$ cat src/rtl/delay_pipe_ctrl_if.sv
// Handshake bundle between the layer feeder, the delay-pipe flow controller and the
// downstream MAC stage. The controller takes the slave side.
interface delay_pipe_ctrl_if #(
    parameter int Depth   = 4,
    parameter int CntBits = 16
);
    localparam int OccW = $clog2(Depth + 1);

    logic               in_valid;
    logic               in_ready;
    logic               out_valid;
    logic               out_ready;
    logic               en;
    logic               flush;
    logic               flush_done;
    logic               busy;
    logic [OccW-1:0]    occupancy;
    logic               stall_clr;
    logic [CntBits-1:0] stall_cnt;

    modport master (
        output in_valid, out_ready, flush, stall_clr,
        input  in_ready, out_valid, en, flush_done, busy, occupancy, stall_cnt
    );

    modport slave (
        input  in_valid, out_ready, flush, stall_clr,
        output in_ready, out_valid, en, flush_done, busy, occupancy, stall_cnt
    );
endinterface

$ cat src/rtl/delay_pipe_ctrl.sv
// Flow controller for an enable-gated delay line: derives the shared shift enable from
// upstream/downstream handshakes, tracks per-stage valid bits, drains on flush, counts stalls.
//
// state | meaning
// IDLE  | pipeline empty, waiting for a word
// RUN   | at least one word in flight, accepting input
// FLUSH | input blocked, shifting bubbles until the pipeline is empty
module delay_pipe_ctrl #(
    parameter int Depth   = 4,
    parameter int CntBits = 16
) (
    input  logic                    clk_i,
    input  logic                    rst_i,
    delay_pipe_ctrl_if.slave        bus
);
    localparam int OccW = $clog2(Depth + 1);
    localparam logic [OccW-1:0]    OccOne = OccW'(1);
    localparam logic [CntBits-1:0] CntOne = CntBits'(1);

    typedef enum logic [1:0] {
        IDLE  = 2'd0,
        RUN   = 2'd1,
        FLUSH = 2'd2
    } state_t;

    state_t             state;
    state_t             state_nxt;
    logic [Depth-1:0]   vld;
    logic [OccW-1:0]    occ;
    logic [OccW-1:0]    occ_nxt;
    logic [CntBits-1:0] stall_cnt;
    logic               any_vld;
    logic               adv;
    logic               in_ready;
    logic               en;
    logic               in_fire;
    logic               out_fire;
    logic               flush_done;

    // The head may move when it is empty or downstream takes it; one enable drives all stages.
    always_comb begin
        any_vld  = |vld;
        adv      = ~vld[Depth-1] | bus.out_ready;
        in_ready = 1'b0;
        en       = 1'b0;
        if (state == FLUSH) begin
            en = adv & any_vld;
        end else begin
            in_ready = adv;
            en       = adv & (bus.in_valid | any_vld);
        end
        in_fire  = bus.in_valid & in_ready;
        out_fire = vld[Depth-1] & bus.out_ready;
    end

    always_comb begin
        occ_nxt = occ;
        case ({in_fire, out_fire})
            2'b10:   occ_nxt = occ + OccOne;
            2'b01:   occ_nxt = occ - OccOne;
            default: occ_nxt = occ;
        endcase
    end

    always_comb begin
        state_nxt  = state;
        flush_done = 1'b0;
        case (state)
            IDLE: begin
                if (bus.flush)   state_nxt = FLUSH;
                else if (in_fire) state_nxt = RUN;
            end
            RUN: begin
                if (bus.flush)           state_nxt = FLUSH;
                else if (occ_nxt == '0)  state_nxt = IDLE;
            end
            FLUSH: begin
                if (occ == '0) begin
                    state_nxt  = IDLE;
                    flush_done = 1'b1;
                end
            end
            default: state_nxt = IDLE;
        endcase
    end

    always_ff @(posedge clk_i or posedge rst_i) begin
        if (rst_i) begin
            state <= IDLE;
            occ   <= '0;
        end else begin
            state <= state_nxt;
            occ   <= occ_nxt;
        end
    end

    generate
        if (Depth == 1) begin : g_single
            always_ff @(posedge clk_i or posedge rst_i) begin
                if (rst_i)   vld <= '0;
                else if (en) vld <= in_fire;
            end
        end else begin : g_multi
            always_ff @(posedge clk_i or posedge rst_i) begin
                if (rst_i)   vld <= '0;
                else if (en) vld <= {vld[Depth-2:0], in_fire};
            end
        end
    endgenerate

    // Clear has priority over counting; the counter sticks at all-ones.
    always_ff @(posedge clk_i or posedge rst_i) begin
        if (rst_i) begin
            stall_cnt <= '0;
        end else if (bus.stall_clr) begin
            stall_cnt <= '0;
        end else if (vld[Depth-1] & ~bus.out_ready & ~(&stall_cnt)) begin
            stall_cnt <= stall_cnt + CntOne;
        end
    end

    assign bus.in_ready   = in_ready;
    assign bus.out_valid  = vld[Depth-1];
    assign bus.en         = en;
    assign bus.flush_done = flush_done;
    assign bus.busy       = (state != IDLE);
    assign bus.occupancy  = occ;
    assign bus.stall_cnt  = stall_cnt;
endmodule
$ cat src/flat_wrapper.sv
// flat-port wrapper written by rule: the top's interface ports become plain ports
module delay_pipe_ctrl_flat 
#(
    parameter int Depth   = 4,
    parameter int CntBits = 16
)
  (clk_i, rst_i, bus_in_valid, bus_out_ready, bus_flush, bus_stall_clr, bus_in_ready, bus_out_valid, bus_en, bus_flush_done, bus_busy, bus_occupancy, bus_stall_cnt);
  delay_pipe_ctrl_if #(.Depth(Depth), .CntBits(CntBits)) bus_i ();
  input  logic clk_i;
  input  logic rst_i;
  input wire logic [$bits(bus_i.in_valid)-1:0] bus_in_valid;
  input wire logic [$bits(bus_i.out_ready)-1:0] bus_out_ready;
  input wire logic [$bits(bus_i.flush)-1:0] bus_flush;
  input wire logic [$bits(bus_i.stall_clr)-1:0] bus_stall_clr;
  output wire logic [$bits(bus_i.in_ready)-1:0] bus_in_ready;
  output wire logic [$bits(bus_i.out_valid)-1:0] bus_out_valid;
  output wire logic [$bits(bus_i.en)-1:0] bus_en;
  output wire logic [$bits(bus_i.flush_done)-1:0] bus_flush_done;
  output wire logic [$bits(bus_i.busy)-1:0] bus_busy;
  output wire logic [$bits(bus_i.occupancy)-1:0] bus_occupancy;
  output wire logic [$bits(bus_i.stall_cnt)-1:0] bus_stall_cnt;
  assign bus_i.in_valid = bus_in_valid;
  assign bus_i.out_ready = bus_out_ready;
  assign bus_i.flush = bus_flush;
  assign bus_i.stall_clr = bus_stall_clr;
  assign bus_in_ready = bus_i.in_ready;
  assign bus_out_valid = bus_i.out_valid;
  assign bus_en = bus_i.en;
  assign bus_flush_done = bus_i.flush_done;
  assign bus_busy = bus_i.busy;
  assign bus_occupancy = bus_i.occupancy;
  assign bus_stall_cnt = bus_i.stall_cnt;
  delay_pipe_ctrl #(.Depth(Depth), .CntBits(CntBits)) u_core (.clk_i(clk_i), .rst_i(rst_i), .bus(bus_i));
endmodule
$ cat config.mk
export PLATFORM = sky130hd
export DESIGN_NAME = delay_pipe_ctrl_flat
export DESIGN_NICKNAME = d
export VERILOG_FILES = /design/src/rtl/delay_pipe_ctrl_if.sv /design/src/rtl/delay_pipe_ctrl.sv /design/src/flat_wrapper.sv
export SDC_FILE = /design/constraint.sdc
export NUM_CORES = 1
export LEC_CHECK = 0
export CAP_MARGIN = 20
export CELL_PAD_IN_SITES_DETAIL_PLACEMENT = 0
export CELL_PAD_IN_SITES_GLOBAL_PLACEMENT = 1
export CORE_MARGIN = 5
export CORE_UTILIZATION = 35
export CTS_CLUSTER_SIZE = 10
export DETAILED_ROUTE_END_ITERATION = 7
export MAX_ROUTING_LAYER = met4
export PLACE_DENSITY = 0.71
export SLEW_MARGIN = 20
export SYNTH_ARGS = -nofsm -noshare
export SYNTH_HDL_FRONTEND = slang
export SYNTH_SLANG_ARGS = --single-unit
$ cat constraint.sdc
create_clock -name clk_i -period 2.4 [get_ports clk_i]
set_input_delay 0.36 -clock clk_i [delete_from_list [all_inputs] [get_ports clk_i]]
set_output_delay 0.36 -clock clk_i [all_outputs]
set_load 0.005 [all_outputs]
==> impl_metrics.env <==
export IMPL_final_setup_skew_ns=0.00191
export IMPL_cts_htree_levels=1
export IMPL_finalInstanceArea_um2=1830
export IMPL_final_layout_size_suffix_gt1_share_pct=10.0
export IMPL_antenna_violating_nets_left=0
export IMPL_grt_pass1_wl_um=5460
export IMPL_worst_slew_pin_transition_ns=0.709
export IMPL_synth_sequential_area_ratio_pct=44.3
export IMPL_finalPower_w=0.00133
export IMPL_postCtsResizedCells=0
export IMPL_timing_critical_path_to_type="primary output"
export IMPL_die_x_um=73.5
export IMPL_drv_max_cap_violation_count=0
export IMPL_critical_path_startpoint_type="input pin"
export IMPL_hpwlAfterDp_um=2460
export IMPL_worstRegToRegCells=9
export IMPL_grt_antenna_before_repair=0
export IMPL_ff_latch_area_um2=626
export IMPL_post_placement_cell_area_um2=1790
export IMPL_clk_root_buffer_cell="clkbuf_8"
export IMPL_maxSlewViolCount=0
export IMPL_vdd_ir_drop_max_uv=289
export IMPL_timing_slew_headroom_pct=52.6
export IMPL_crit_arrival_ns=1.85
export IMPL_synthesized_area_um2=1410
export IMPL_dieArea_um2=5410
export IMPL_post_synth_top_area_fraction_pct=44.3
export IMPL_drt_drc_violations_left=0
export IMPL_dr_first_iter_drc_count=65
export IMPL_totalNegativeSetupSlack_ns=0
export IMPL_critical_path_reg2reg_startpoint="u_core.state[0]"
export IMPL_fp_row_count=23
export IMPL_grt_util_all_layers_pct=13.2
export IMPL_post_synth_top_count_cell="dfrtp_1"
export IMPL_yosys_warnings=0
export IMPL_synth_ff_type="dfrtp_1"
export IMPL_layout_area_overhead_vs_synth_pct=29.8
export IMPL_wirelength_um=3330
export IMPL_syn_instance_count=145
export IMPL_first_global_vias=1175
export IMPL_synth_top_cells_by_count="dfrtp_1, nand2_1, a21oi_1"
export IMPL_gpl_final_weighted_congestion=0.753
export IMPL_num_fill_cells=375
export IMPL_io_pin_count=30
export IMPL_start_util_pct=35.8
export IMPL_timing_rr_end="u_core.state[0]"
export IMPL_worst_ep_required_time_ns=2.04
export IMPL_clock_fmax_mhz=451
export IMPL_async_flop_share_pct=100
export IMPL_finalHoldViolCount=0
export IMPL_layout_worst_path_cycle_share_pct=92.3
export IMPL_max_buffers_root_to_sink=2
export IMPL_clock_transition_time_at_the_flip_flop_clock_pins_of_the_worst_setup_and_hold_paths_ns=0.09
export IMPL_vias=1248
export IMPL_reg2reg_setup_slack_ns=0.38
export IMPL_min_path_type="in2async"
export IMPL_unrepaired_setup_endpoints_after_global_routing="false"
export IMPL_post_drt_via_cell_ratio=5.43
export IMPL_cts_num_sinks=25
export IMPL_final_period_minus_worst_setup_slack_ns=2.21
export IMPL_clk_latency_ns=0.27
export IMPL_global_route_overflow_total=0
export IMPL_timing_critical_path_fanout_max=7
export IMPL_postCtsSetupRepairBufs=0
export IMPL_synthTopCellsByArea="dfrtp_1, a21oi_1, nand2_1"
export IMPL_core_region_area_um2=3940
export IMPL_leakage_nw=0.758
export IMPL_drt_pass1_iter_count=4
export IMPL_multi_input_area_um2=746
export IMPL_post_synth_edffs=0
export IMPL_postSynthNetCount=154
export IMPL_cellPowerDensity_nw_per_um2=727
export IMPL_ys_seq_elements=25
export IMPL_setup_violations=0
export IMPL_die_h_um=73.5
export IMPL_holdBufCountCts=0
export IMPL_post_synth_cell_area_avg_um2=9.74
export IMPL_wire_per_inst_um=14.5
export IMPL_criticalPathCategory="in2out"
export IMPL_largest_net_degree_at_the_start_of_global_routing=26
export IMPL_post_synth_num_cell_types=40
export IMPL_yosys_area_top_type="dfrtp_1"
export IMPL_total_cts_buffers=3
export IMPL_antenna_cells_inserted=0
export IMPL_run_status="complete, no violations"
export IMPL_layout_nets=190
export IMPL_port_buffers=29
export IMPL_tritoncts="built"
-- per-stage QoR --
stage / worst slack [ns] / hold slack (ns) / std cells / utilization, %
finish: 0.185 / 0.433 / 230 / 46.5
global route: 0.0626 / 0.485 / 230 / 46.5
CTS: 0.184 / 0.452 / 230 / 46.5
detailed placement: -0.0394 / 0.485 / 226 / 45.4
global placement: 0.0135 / 0.467 / 226 / 45.4
floorplan: 0.361 / 0.387 / 145 / -
-- logic make-up (layout without fill, tap and decap cells) --
logic type | count (synthesis) | in the layout | share of synthesized area (%)
adders and majority gates | 3 | 3 | 3.19
xor gates and xnor gates | 3 | 3 | 1.86
DFF | 25 | 25 | 44.3
buffers and inverters | 11 | 46 | 2.92
AOI/OAI and AO/OA | 32 | 32 | 13.6
muxes | 3 | 3 | 2.30
and+or+nand+nor | 68 | 68 | 31.8
-- metal layers --
metal  wire, µm  track usage (%)
met1       1550             17.7
met3        120             1.64
met5          0                -
met4         48             5.03
met2       1610             20.5
-- critical path, cell delays in order --
cell and delay [ns]:
clkdlybuf4s50_1 0.50, and2b_1 0.28, o21ai_0 0.19, clkdlybuf4s50_1 0.52
-- cell type report --
cell class | instances | share of cell area [%]
sequential | 25 | 34.1
inverter | 9 | 1.84
multi-input combinational | 109 | 40.7
timing repair buffer | 33 | 17.5
clock buffer | 3 | 2.25
clock inverter | 1 | 0.273
tap | 50 | 3.41
-- how the worst max path moves through the flow --
stage,end,cells after the start,start
floorplan,u_core.state[0],9,bus_out_ready
global placement,u_core.state[0],10,bus_out_ready
detailed placement,u_core.state[0],10,bus_out_ready
CTS,bus_en,4,bus_out_ready
global route,u_core.state[0],10,bus_out_ready
finish,bus_en,4,bus_out_ready
-- layout by cell type (no fill, tap or decap), types with 2 or more instances in the layout --
cell type	n
clkdlybuf4s50_1	29
dfrtp_1	25
nand2_1	16
a21oi_1	12
inv_1	9
o21ai_0	7
o31ai_1	6
or4_1	6
nand3_1	5
nor3_1	5
nand2b_1	5
nor2_1	5
buf_4	4
or3_1	3
nand4_1	3
clkbuf_8	3
nand4_4	2
nor4_4	2
and2_1	2
and3_1	2
o31a_1	2
nor4_1	2
xor2_1	2
a211oi_1	2
nor2b_1	2
mux2_2	2
ha_1	2
-- registers in the layout (all words and copies together), names as in the netlist --
| signal | flops |
|---|---|
| u_core.bus.stall_cnt | 16 |
| u_core.bus.occupancy | 3 |
| u_core.state | 2 |
| u_core.vld | 4 |
-- power by group --
part,internal [W],switching (W)
registers,0.000496,0.0000833
clock network,0.000117,0.000144
logic,0.000281,0.000212
total,0.000894,0.000439
No activity file was read; power rests on OpenSTA's default activity.
